<file path="src/rtl/irq_pkg.sv">
// Shared types and helpers for the interrupt mask unit.
package irq_pkg;

  localparam int NUM_IRQ_DEF   = 8;
  localparam int IRQ_MAX       = 32;
  localparam int IRQ_IDX_MAX_W = 5;

  // OCW1 is the whole-word mask write of the legacy 8-channel controller
  localparam int           OCW1_W        = 8;
  localparam logic [7:0]   OCW1_MASK_ALL = 8'hFF;
  localparam logic [7:0]   OCW1_MASK_NONE = 8'h00;

  typedef logic [NUM_IRQ_DEF-1:0] irq_vec_t;

  // Returns {found, idx} for the lowest set bit (channel 0 = highest priority)
  function automatic logic [IRQ_IDX_MAX_W:0] lowest_set_idx(input logic [IRQ_MAX-1:0] vec);
    logic [IRQ_IDX_MAX_W:0] r;
    r = '0;
    for (int i = IRQ_MAX - 1; i >= 0; i--)
      if (vec[i]) r = {1'b1, IRQ_IDX_MAX_W'(i)};
    return r;
  endfunction

endpackage

</file>
<file path="src/rtl/irq_prio_enc.sv">
// Lowest-index priority encoder, W up to 32 channels.
module irq_prio_enc
  import irq_pkg::*;
#(
  parameter int W     = NUM_IRQ_DEF,
  parameter int IDX_W = $clog2(W)
) (
  input  logic [W-1:0]     vec,
  output logic             found,
  output logic [IDX_W-1:0] idx
);

  logic [IRQ_IDX_MAX_W:0] res;

  assign res   = lowest_set_idx(IRQ_MAX'(vec));
  assign found = res[IRQ_IDX_MAX_W];
  assign idx   = IDX_W'(res[IRQ_IDX_MAX_W-1:0]);

endmodule

</file>
<file path="src/rtl/irq_mask_unit.sv">
// Interrupt mask register, request latch and nesting-aware pending selector.
// Optional: define IRQ_SPECIAL_MASK_MODE_EN to add the smm (special mask mode) input.
module irq_mask_unit
  import irq_pkg::*;
#(
  parameter int                 NUM_IRQ = NUM_IRQ_DEF,
  parameter int                 ID_W    = $clog2(NUM_IRQ),
  parameter logic [NUM_IRQ-1:0] IMR_RST = '1
) (
  input  logic               clk,
  input  logic               rst_n,
  input  logic               imr_wr_en,
  input  logic [NUM_IRQ-1:0] imr_wr_data,
  input  logic [NUM_IRQ-1:0] imr_set,
  input  logic [NUM_IRQ-1:0] imr_clr,
  input  logic               level_mode,
  input  logic [NUM_IRQ-1:0] irq_in,
  input  logic [NUM_IRQ-1:0] isr_in,
`ifdef IRQ_SPECIAL_MASK_MODE_EN
  input  logic               smm,
`endif
  input  logic               ack_valid,
  input  logic [ID_W-1:0]    ack_id,
  output logic [NUM_IRQ-1:0] imr_out,
  output logic [NUM_IRQ-1:0] irr_out,
  output logic [NUM_IRQ-1:0] pend_vec,
  output logic               pend_valid,
  output logic [ID_W-1:0]    pend_id
);

  logic [NUM_IRQ-1:0] irq_prev;
  logic [NUM_IRQ-1:0] imr_next, irr_next, ack_mask, unmasked, isr_eff;
  logic               p_found, s_found;
  logic [ID_W-1:0]    p_idx, s_idx;
  logic               pend_next;

  // Decode acknowledge into a one-hot clear mask; out-of-range ids hit nothing
  always_comb begin
    ack_mask = '0;
    for (int i = 0; i < NUM_IRQ; i++)
      ack_mask[i] = ack_valid && (ack_id == ID_W'(i));
  end

  // Next IMR: full write wins; otherwise set beats clear on the same bit
  always_comb begin
    imr_next = (imr_out | imr_set) & ~(imr_clr & ~imr_set);
    if (imr_wr_en) imr_next = imr_wr_data;
  end

  // Next IRR: level follows the line; edge latches rises and drops acked bits,
  // a fresh rise in the ack cycle keeps the bit so the new request survives
  always_comb begin
    if (level_mode) irr_next = irq_in;
    else            irr_next = (irr_out & ~ack_mask) | (irq_in & ~irq_prev);
  end

  assign unmasked = irr_next & ~imr_next;

`ifdef IRQ_SPECIAL_MASK_MODE_EN
  // In special mask mode a masked in-service channel no longer blocks lower ones
  assign isr_eff = smm ? (isr_in & ~imr_next) : isr_in;
`else
  assign isr_eff = isr_in;
`endif

  irq_prio_enc #(.W(NUM_IRQ), .IDX_W(ID_W)) u_enc_p (
    .vec   (unmasked),
    .found (p_found),
    .idx   (p_idx)
  );

  irq_prio_enc #(.W(NUM_IRQ), .IDX_W(ID_W)) u_enc_s (
    .vec   (isr_eff),
    .found (s_found),
    .idx   (s_idx)
  );

  // Only a request strictly above the highest in-service channel may nest
  assign pend_next = p_found && (!s_found || (p_idx < s_idx));

  // All architectural state and outputs, synchronous reset
  always_ff @(posedge clk) begin
    if (!rst_n) begin
      imr_out    <= IMR_RST;
      irr_out    <= '0;
      irq_prev   <= '0;
      pend_vec   <= '0;
      pend_valid <= 1'b0;
      pend_id    <= '0;
    end else begin
      imr_out    <= imr_next;
      irr_out    <= irr_next;
      irq_prev   <= irq_in;
      pend_vec   <= unmasked;
      pend_valid <= pend_next;
      pend_id    <= pend_next ? p_idx : '0;
    end
  end

endmodule

</file>
<file path="config.mk">
export PLATFORM = sky130hd
export DESIGN_NAME = irq_mask_unit
export DESIGN_NICKNAME = d
export VERILOG_FILES = /design/src/rtl/irq_pkg.sv /design/src/rtl/irq_prio_enc.sv /design/src/rtl/irq_mask_unit.sv
export SDC_FILE = /design/constraint.sdc
export NUM_CORES = 1
export LEC_CHECK = 0
export ABC_CLOCK_PERIOD_IN_PS = 7700
export CAP_MARGIN = 15
export CORE_ASPECT_RATIO = 0.5
export CORE_MARGIN = 5
export CORE_UTILIZATION = 35
export CTS_BUF_LIST = sky130_fd_sc_hd__clkbuf_8
export CTS_CLUSTER_SIZE = 14
export DETAILED_ROUTE_END_ITERATION = 8
export PLACE_DENSITY = 0.76
export SLEW_MARGIN = 20
export SYNTH_ARGS = -nofsm -noshare
export SYNTH_HDL_FRONTEND = slang
export SYNTH_SLANG_ARGS = --single-unit
</file>
<file path="constraint.sdc">
create_clock -name clk -period 7.7 [get_ports clk]
set_input_delay 1.925 -clock clk [delete_from_list [all_inputs] [get_ports clk]]
set_output_delay 1.925 -clock clk [all_outputs]
set_load 0.05 [all_outputs]
</file>
==> run_results.csv <==
group,metric,value,unit
global_routing,grt_first_pass_wirelength,7310,um
logic_synthesis,synth_edf_count,0,
global_routing,grt_usage,0.147,
timing,finalHoldViolCount,0,
detailed_routing,first_iter_violations,51,
power,power.density,189,mW/mm^2
global_routing,grt_max_degree,25,
timing,relSlewSlack,0.485,
timing,period_share,0.633,
logic_synthesis,syn_inst,169,
clocking,post-cts-setup-buffer-count,0,
floorplan,core,0.00442,sq mm
logic_synthesis,synth_seq_cells,36,
power,leakage,0.949,nW
layout,drive_above_1_share,0.0723,
setup_path,regToRegEndpoint,"pend_id[2]$_SDFF_PN0_",
timing,fin_crit,4.87,ns
layout,antenna_cells,0,
floorplan,start_util,0.365,
placement,pre_cts_slack,2.56,ns
clocking,htree_levels,2,
detailed_routing,vias,1518,
setup_path,max_stage_delay,0.60,ns
power,vdd.ir_drop.worst,0.000106,V
detailed_routing,drc,0,
placement,place_area,0.00242,sq mm
logic_synthesis,ys_seq_area_frac,0.447,
logic_synthesis,synth_area,0.00161,sq mm
setup_path,path_cells,"clkdlybuf4s50_1, or4b_1, a32oi_2, or2b_4, nand4_4, nor2b_2, ha_1, a211o_1, a221oi_1, a211oi_2, nor3b_1",
layout,ff_latch_area,721,sq um
global_routing,grt_use_met3,0.0323,
clocking,cts_buffers,5,
clocking,cts.sinks,36,
clocking,clockBufferDepth,2,
timing,fmax,205,MHz
setup_path,end_kind,"register",
setup_path,worst-endpoint-required,7.90,ns
setup_path,cp.arrival,5.07,ns
logic_synthesis,yosys_warnings,0,
setup_path,r2r_cells,10,
setup_path,critPathLaunchType,"input port",
clocking,hold_buffers,0,
layout,fin_area,0.00252,sq mm
floorplan,die_h,58,um
layout,syn2layout_area_growth,56.0,%
layout,fillCellCount,411,
setup_path,slowest_stage,"or4b_1",
clocking,post_cts_resized,0,
timing,fin_skew,0.00940,ns
timing,maxSlewViolCount,0,
detailed_routing,dr.pass1.iters,4,
placement,gp_congestion,0.798,
floorplan,rows,17,
placement,dpl.hpwl,3570,um
floorplan,io_pins,76,
global_routing,grt_pass1_vias,1505,
logic_synthesis,async_reset_ff_frac,0,
worst_hold_path,hp-start,"irq_prev[0]$_SDFF_PN0_",
timing,rsz0062_at_grt,"false",
outcome,status,"finished, final reports clean",
floorplan,dieArea,0.00615,sq mm
global_routing,antenna_found_initial,0,
worst_hold_path,hold_class,"register to register",
setup_path,r2r_start,"irq_prev[7]$_SDFF_PN0_",
global_routing,gr-total-overflow,0,
logic_synthesis,syn_avg_cell_area,9.54,sq um
flow_run,cap_violations,0,
clocking,clk_pin_slew,0.07,ns
setup_path,path_class,"input port to register",
clocking,tritoncts,"yes",
timing,setup_ws,2.83,ns
detailed_routing,wl_per_cell,14.4,um
timing,setup_viol,0,
timing,worstMarginPinSlew,0.771,ns
detailed_routing,wirelength,4400,um
layout,fin_nets,298,
detailed_routing,viasPerCell,4.96,
worst_hold_path,hold_end,"irr_out[0]$_SDFF_PN0_",
logic_synthesis,synth_cell_types,44,
logic_synthesis,synth-main-ff-cell,"dfxtp_1",
logic_synthesis,syn-num-nets,219,
clocking,clockRootBuffer,"clkbuf_8",
worst_hold_path,holdPathStages,3,
placement,portBuffers,75,
setup_path,critPathBufInv,1,
clocking,clk_latency,0.28,ns
setup_path,cp_max_fo,8,
setup_path,cpLargestDelayFamily,"simple AND/OR/NAND/NOR gates",
timing,fin_tns_setup,0,ns
floorplan,fp.dieW,106,um
detailed_routing,detail-route-antenna-nets,0,
layout,multi_input_area,861,sq um
global_routing,top_usage_layer,"met2",
global_routing,use_met2,0.251,
setup_path,rrSetupSlack,5.05,ns
global_routing,grt.met1_usage,0.194,
==> worst min-delay path, cell delays in order (launching register included) <==
cell and delay [ns]:
dfxtp_1 0.30, nand2b_1 0.08, a32oi_2 0.09, nor2_1 0.09
==> cell usage after synthesis (2+ instances only) <==
library cell  number  area (sq um)
a211oi_1           2          15.0
a32o_1             4          40.0
a32oi_1            3          26.3
and2_1            12          75.1
and3_1             3          18.8
clkbuf_1           2          7.51
dfxtp_1           36           721
ha_1               2          25.0
inv_1              4          15.0
nand2_1           15          56.3
nand2b_1          16           100
nand4b_1           3          26.3
nand4bb_1          3          33.8
nor2_1            12          45.0
nor2b_1            7          43.8
nor3_1             4          20.0
nor4_1             2          12.5
o22ai_1            2          12.5
o31a_1             3          26.3
o31ai_1            8          60.1
or2b_2             3          26.3
==> where the power goes <==
part / switching [mW] / internal (mW) / leakage (nW)
Sequential: 0.00448 / 0.198 / 0.298
Clock: 0.0638 / 0.0713 / 0.0486
Combinational: 0.0765 / 0.0620 / 0.603
Total: 0.145 / 0.332 / 0.949
==> logic make-up (layout without fill, tap and decap cells) <==
group | after synthesis | count (layout) | share of synthesized area
simple gates | 90 | 90 | 0.343
flops | 36 | 36 | 0.447
compound gates | 33 | 33 | 0.175
buf+inv | 8 | 88 | 0.0194
fa+ha+maj | 2 | 2 | 0.0155
==> state kept, by name, summed over array words and instances (netlist names) <==
register	flops
imr_out	8
irq_prev	8
irr_out	8
pend_vec	8
pend_id	3
pend_valid	1
==> stage by stage <==
stage	hold WS (ns)	power (mW)	utilization	std cells
global route	0.631	0.497	0.569	306
global placement	0.579	0.342	0.548	298
finish	0.591	0.476	0.569	306
detailed placement	0.572	0.346	0.548	298
floorplan	0.506	0.287	-	169
CTS	0.590	0.478	0.569	306
==> cell usage in the layout (no fill, tap or decap), types with 4 or more instances in the layout <==
cell | netlist | layout
a32o_1 | 4 | 4
and2_1 | 12 | 12
clkbuf_8 | 0 | 6
clkdlybuf4s50_1 | 0 | 75
dfxtp_1 | 36 | 36
inv_1 | 4 | 5
nand2_1 | 15 | 15
nand2b_1 | 16 | 16
nor2_1 | 12 | 12
nor2b_1 | 7 | 7
nor3_1 | 4 | 4
o31ai_1 | 8 | 8
==> final cells by class <==
class | count | share of cell area
multi-input cells | 125 | 0.342
repair buffers | 75 | 0.298
flip-flops and latches | 36 | 0.286
clock buffers | 6 | 0.0328
well taps | 57 | 0.0283
inverters | 5 | 0.00746
clock inverters | 2 | 0.00448
==> worst max-delay path by stage <==
| stage | slack (ns) | start | to | cells past startpoint |
|---|---|---|---|---|
| 2_1_floorplan | 3.43 | ack_id[2] | pend_id[2]$_SDFF_PN0_ | 10 |
| 3_3_place_gp | 2.72 | ack_id[2] | pend_id[2]$_SDFF_PN0_ | 11 |
| 3_5_place_dp | 2.56 | ack_id[2] | pend_id[2]$_SDFF_PN0_ | 11 |
| 4_1_cts | 2.85 | ack_id[2] | pend_id[2]$_SDFF_PN0_ | 11 |
| 5_1_grt | 2.66 | ack_valid | pend_id[1]$_SDFF_PN0_ | 11 |
| 6_report | 2.83 | ack_id[2] | pend_id[2]$_SDFF_PN0_ | 11 |
==> routing by layer <==
layer	wire length [um]	vias up	share of wire
li1	-	771	-
met1	2010	717	0.46
met2	2230	28	0.51
met3	142	2	0.032
met4	19	0	0.0043
met5	0	-	0
(Power assumes the default switching activity.)
